### config.mk
export PLATFORM = sky130hd
export DESIGN_NAME = la_capture_engine
export DESIGN_NICKNAME = d
export VERILOG_FILES = /design/src/rtl/la_capture_engine.sv
export SDC_FILE = /design/constraint.sdc
export NUM_CORES = 1
export LEC_CHECK = 0
export ABC_AREA = 1
export BUFFER_PORTS_ARGS = -buffer_cell sky130_fd_sc_hd__clkbuf_2
export CAP_MARGIN = 20
export CORE_MARGIN = 2
export CORE_UTILIZATION = 30
export CTS_CLUSTER_SIZE = 14
export DETAILED_ROUTE_END_ITERATION = 10
export PLACE_DENSITY_LB_ADDON = 0.3
export SYNTH_ARGS = -nofsm -noshare
export SYNTH_HDL_FRONTEND = slang
export SYNTH_SLANG_ARGS = --single-unit
### constraint.sdc
create_clock -name clk -period 9.3 [get_ports clk]
set_input_delay 0.465 -clock clk [delete_from_list [all_inputs] [get_ports clk]]
set_output_delay 0.465 -clock clk [all_outputs]
set_load 0.02 [all_outputs]
### src/rtl/la_capture_engine.sv
// la_capture_engine: multi-channel logic analyzer capture core.
// Divided sampling into a circular buffer with pre-trigger window and freeze.
module la_capture_engine #(
  parameter int CH    = 8,
  parameter int DEPTH = 128,
  parameter int DIV_W = 16,
  parameter int AW    = $clog2(DEPTH)
) (
  input  logic             clk,
  input  logic             rst_n,
  input  logic [CH-1:0]    logic_in,
  input  logic [DIV_W-1:0] rate_div,
  input  logic [1:0]       trig_mode,
  input  logic [CH-1:0]    trig_mask,
  input  logic [CH-1:0]    trig_value,
  input  logic [AW-1:0]    pretrig,
  input  logic             arm,
  input  logic             freeze,
  input  logic [AW-1:0]    rd_addr,
  output logic [CH-1:0]    rd_data,
  output logic             busy,
  output logic             triggered,
  output logic             done
);

  localparam logic [AW-1:0]    A_ONE  = AW'(1);
  localparam logic [AW-1:0]    A_LAST = AW'(DEPTH - 1);
  localparam logic [DIV_W-1:0] D_ONE  = DIV_W'(1);

  typedef enum logic [2:0] {
    S_IDLE,
    S_PRE,
    S_WAIT,
    S_POST,
    S_DONE
  } state_e;

  state_e state_q, state_d;

  logic [CH-1:0]    sync_q, smp_q;
  logic [DIV_W-1:0] cnt_q, cnt_d;
  logic [AW-1:0]    wr_ptr_q, wr_ptr_d;
  logic [AW-1:0]    fill_q, fill_d;
  logic [AW-1:0]    pt_q, pt_d;
  logic [AW-1:0]    post_q, post_d;
  logic [AW-1:0]    trig_ptr_q, trig_ptr_d;
  logic [CH-1:0]    prev_q, prev_d;
  logic             prev_valid_q, prev_valid_d;
  logic             trig_q, trig_d;
  logic [CH-1:0]    rd_q;

  logic [CH-1:0] mem [DEPTH];

  logic          arm_ok;
  logic          tick;
  logic          active;
  logic          we;
  logic          hit;
  logic [AW-1:0] post_nx;
  logic [AW-1:0] rd_ptr;
  logic [CH-1:0] rise_v, fall_v;

  assign arm_ok  = arm & ~freeze;
  assign tick    = ~freeze & (cnt_q >= rate_div);
  assign active  = (state_q == S_PRE) |
                   (state_q == S_WAIT) |
                   (state_q == S_POST);
  // An accepted arm takes priority over a coincident write.
  assign we      = tick & active & ~arm_ok;
  assign post_nx = A_LAST - pt_q;
  assign rise_v  = ~prev_q & smp_q & trig_mask;
  assign fall_v  = prev_q & ~smp_q & trig_mask;

  always_comb begin
    hit = 1'b0;
    case (trig_mode)
      2'b00:   hit = 1'b1;
      2'b01:   hit = (smp_q & trig_mask) ==
                     (trig_value & trig_mask);
      2'b10:   hit = prev_valid_q & (|rise_v);
      2'b11:   hit = prev_valid_q & (|fall_v);
      default: hit = 1'b0;
    endcase
  end

  always_comb begin
    cnt_d = cnt_q;
    if (arm_ok) begin
      cnt_d = '0;
    end else if (!freeze) begin
      cnt_d = tick ? '0 : cnt_q + D_ONE;
    end
  end

  always_comb begin
    state_d      = state_q;
    wr_ptr_d     = wr_ptr_q;
    fill_d       = fill_q;
    pt_d         = pt_q;
    post_d       = post_q;
    trig_ptr_d   = trig_ptr_q;
    prev_d       = prev_q;
    prev_valid_d = prev_valid_q;
    trig_d       = trig_q;
    if (arm_ok) begin
      pt_d         = pretrig;
      wr_ptr_d     = '0;
      fill_d       = '0;
      trig_d       = 1'b0;
      prev_valid_d = 1'b0;
      state_d      = (pretrig == '0) ? S_WAIT : S_PRE;
    end else if (we) begin
      wr_ptr_d     = wr_ptr_q + A_ONE;
      prev_d       = smp_q;
      prev_valid_d = 1'b1;
      case (state_q)
        S_PRE: begin
          fill_d = fill_q + A_ONE;
          if (fill_d == pt_q) state_d = S_WAIT;
        end
        S_WAIT: begin
          if (hit) begin
            trig_ptr_d = wr_ptr_q;
            trig_d     = 1'b1;
            post_d     = post_nx;
            state_d    = (post_nx == '0) ? S_DONE : S_POST;
          end
        end
        S_POST: begin
          post_d = post_q - A_ONE;
          if (post_q == A_ONE) state_d = S_DONE;
        end
        default: state_d = state_q;
      endcase
    end
  end

  always_ff @(posedge clk or negedge rst_n) begin
    if (!rst_n) begin
      sync_q       <= '0;
      smp_q        <= '0;
      cnt_q        <= '0;
      state_q      <= S_IDLE;
      wr_ptr_q     <= '0;
      fill_q       <= '0;
      pt_q         <= '0;
      post_q       <= '0;
      trig_ptr_q   <= '0;
      prev_q       <= '0;
      prev_valid_q <= 1'b0;
      trig_q       <= 1'b0;
    end else begin
      sync_q       <= logic_in;
      smp_q        <= sync_q;
      cnt_q        <= cnt_d;
      state_q      <= state_d;
      wr_ptr_q     <= wr_ptr_d;
      fill_q       <= fill_d;
      pt_q         <= pt_d;
      post_q       <= post_d;
      trig_ptr_q   <= trig_ptr_d;
      prev_q       <= prev_d;
      prev_valid_q <= prev_valid_d;
      trig_q       <= trig_d;
    end
  end

  always_ff @(posedge clk) begin
    if (we) mem[wr_ptr_q] <= smp_q;
  end

  // Logical index 0 is the oldest sample, pt entries before the trigger.
  assign rd_ptr = trig_ptr_q - pt_q + rd_addr;

  always_ff @(posedge clk or negedge rst_n) begin
    if (!rst_n) begin
      rd_q <= '0;
    end else begin
      rd_q <= mem[rd_ptr];
    end
  end

  assign rd_data   = rd_q;
  assign busy      = active;
  assign triggered = trig_q;
  assign done      = (state_q == S_DONE);

endmodule
==> flow_summary.toml <==
[floorplanning]
rows = 144
initial_core_util_pct = 30.2
coreArea_um2 = 154000
pin_count = 71
die_area_um2 = 158000
die_y_um = 397
die_w_um = 397

[critical_path]
cpPeakStageDelay_ns = 1.27
r2r_start = "pt_q[0]$_DFFE_PN0P_"
reg2reg_to = "rd_data[3]$_DFF_PN0_"
cp-end-kind = "register"
r2r_cells = 14
path_cells = "ha_1 > inv_1 > ha_4 > inv_1 > fa_4 > buf_12 > o21ai_0 > o211ai_1 > nand3_1 > nand2_1 > nand2_1 > nand3_1 > nand3_1 > nand2_1"
required_ns = 9.93
ff2ff_setup_slack_ns = 4.35
critical_path_buf_inv_count = 3
crit_path_start_kind = "register"
critPathArrivalTime_ns = 5.57
crit_family = "adder cells"
crit_slowest_cell = "fa_4"
path_class = "reg -> reg"
cp_max_fo = 216

[synth]
yosys_warnings = 0
post_synth.cell_area_avg_um2 = 11.8
async_reset_ff_share_pct = 7.91
syn_nets = 4016
synthTopCellsByArea = "edfxtp_1 66%, nor2_1 7.5%, dfrtp_1 4.7%"
yosysTopAreaCellShare_pct = 66.2
ys_top_cells_by_count = "1024 x edfxtp_1, 932 x nor2_1, 423 x o21ai_0, 326 x nand2_1, 248 x o211ai_1"
syn_area_um2 = 46400
synth_ff_type = "edfxtp_1"
ys_seq_area_share_pct = 70.9
yosysUniqueCellTypes = 47
synth_seq_cells = 1112
synth-edff-count = 1024
syn_inst = 3922
yosysTopAreaCell = "edfxtp_1"
yosysMostFrequentCell = "edfxtp_1"

[place]
place_hpwl_um = 72900
place_ws_ns = 4.36
portBuffers = 70
gp_congestion = 0.807

[pwr]
ir_drop_mv = 0.223
leakage_nw = 17.5
pwr-share-clk_pct = 33.8
switchingPower_mw = 4.43
power.density_nw_per_um2 = 257
p_int_mw = 9.06
p_seq_share_pct = 41.3
p_comb_share_pct = 24.9
sw_frac_of_total_pct = 32.9

[cts]
cts_htree_levels = 3
clock-sinks = 1112
clk_latency_ns = 0.70
clockRootBuffer = "clkbuf_16"
hold_buffers = 14
clk_pin_slew_ns = 0.06
numCtsBuffers = 114
clock_path_buffers = 3
cts_tree = "built"
post_cts_buffers = 0
cts_resized = 0

[run_status]
outcome = "complete, no violations"

[global_routing]
grt_pass1_vias = 29300
grt_pass1_wl_um = 195000
grtUsageTotal_pct = 16.2
grt_overflow = 0
antenna_found_initial = 2
grt_max_degree = 224

[route]
first_iter_violations = 3137
drt-met1-wl_um = 60000
via_count = 30400
avgRoutedWirePerCell_um = 21.5
drt-total-wl_um = 131000
ant_nets = 0
routed.top_layer = "met4"
met3_wirelength_um = 7100
dr_wl_met2_um = 60100
drt-pass1-iter-count = 6
routed_via_density = 5.01
drcViolationCount = 0

[finish]
final_net_count = 4022
n_antenna_cell = 0
final_layout_size_suffix_gt1_share_pct = 7.85
area_growth_pct = 13.0
nFillCells = 15300

[worst_hold_path]
hold_end = "pt_q[1]$_DFFE_PN0P_"
min_from = "pretrig[1]"
hold_depth = 3
min_path_type = "in -> reg"

[sta]
hold_viol = 0
period_needed_ns = 4.95
fin_skew_ns = 0.0239
tightestPinTransition_ns = 1.36
drv_slew = 0
max_slew_margin_pct = 9.26
setup-tns-final_ns = 0
max_freq_mhz = 202
holdWs_ns = 0.0754
timing.final.ws_setup_ns = 4.35
rsz0062_at_grt = "no"
finalSetupViolCount = 0
fin_crit_sh_pct = 53.2

[job]
max-cap-violations = 0
[metal layers]
metal | track usage (%) | up-vias
li1 | - | 14100
met1 | 23.4 | 15200
met2 | 25.4 | 901
met3 | 2.41 | 182
met4 | 4.45 | 0
met5 | 0 | -
[area by class of cell]
cell class	count	area (µm²)	share of cell area, %
Clock inverter	62	582	1.11
Sequential cell	1112	33000	62.8
Clock buffer	151	3100	5.90
Inverter	135	528	1.01
Tap cell	2044	2560	4.87
Timing Repair Buffer	126	871	1.66
Multi-Input combinational cell	2439	11900	22.6
[power groups by stage]
stage          clock [mW]  combinational [mW]  sequential [mW]
5_1_grt              4.80                3.68             5.58
6_report             4.56                3.36             5.58
3_5_place_dp            0                3.37             5.69
4_1_cts              4.62                3.38             5.58
3_3_place_gp            0                3.36             5.69
2_1_floorplan           0                2.09             5.69
[cells by family (layout without fill, tap and decap cells)]
family | Yosys count | after routing | synth area share, %
AND/OR/NAND/NOR | 1520 | 1520 | 13.2
adder cells (fa/ha/maj) | 34 | 34 | 1.01
buffers and inverters | 371 | 474 | 3.62
flip-flops | 1112 | 1112 | 70.9
AO/OA/AOI/OAI | 864 | 864 | 10.8
XOR/XNOR | 21 | 21 | 0.396
[registers in the layout, summed over array words and instances (netlist names)]
name          flops
mem            1024
triggered         1
prev_q            8
trig_ptr_q        7
state_q           3
rd_data           8
post_q            7
cnt_q            16
fill_q            7
prev_valid_q      1
pt_q              7
smp_q             8
wr_ptr_q          7
sync_q            8
[stage by stage]
step,utilization (%),instance area [µm²],total power [mW],cells
after CTS,34.1,52500,13.6,6068
final,34.1,52500,13.5,6069
after detailed placement,31.6,48600,9.05,5841
after floorplan,-,46400,7.78,3922
after global routing,34.1,52500,14.1,6069
after global placement,31.6,48600,9.05,5840
[worst max path at each step]
stage                        startpoint                         to  slack [ns]  cells after the start
finish              pt_q[0]$_DFFE_PN0P_       rd_data[3]$_DFF_PN0_        4.35                     14
global route        pt_q[0]$_DFFE_PN0P_       rd_data[5]$_DFF_PN0_        4.21                     14
CTS                 pt_q[0]$_DFFE_PN0P_       rd_data[4]$_DFF_PN0_        4.43                     14
detailed placement           rd_addr[1]       rd_data[4]$_DFF_PN0_        4.36                     13
global placement             rd_addr[1]       rd_data[4]$_DFF_PN0_        4.36                     13
floorplan            smp_q[6]$_DFF_PN0_  trig_ptr_q[4]$_DFFE_PN0P_        6.10                     13
[tightest hold or removal path, cell delays in order]
cell and delay (ns):
clkbuf_2 0.08, inv_1 0.08, o21ai_0 0.09
[cell usage in the layout, fill, tap and decap left out, types with 3 or more instances in the layout]
cell type,n
a21oi_1,16
a31oi_1,5
buf_12,5
buf_4,38
bufinv_16,11
clkbuf_1,29
clkbuf_16,117
clkbuf_2,69
clkbuf_8,4
clkinv_1,19
clkinv_2,31
dfrtp_1,80
dfrtp_4,8
dlygate4sd3_1,14
edfxtp_1,1024
fa_1,5
ha_1,27
inv_1,125
inv_2,5
nand2_1,326
nand2_2,4
nand3_1,218
nand3_2,3
nand3b_1,3
nand4_1,13
nor2_1,932
nor3_1,8
o211ai_1,248
o21ai_0,423
o21ai_1,142
o221ai_1,8
o22ai_1,14
xnor2_1,6
xor2_1,12
No activity file was read; power rests on OpenSTA's default activity.
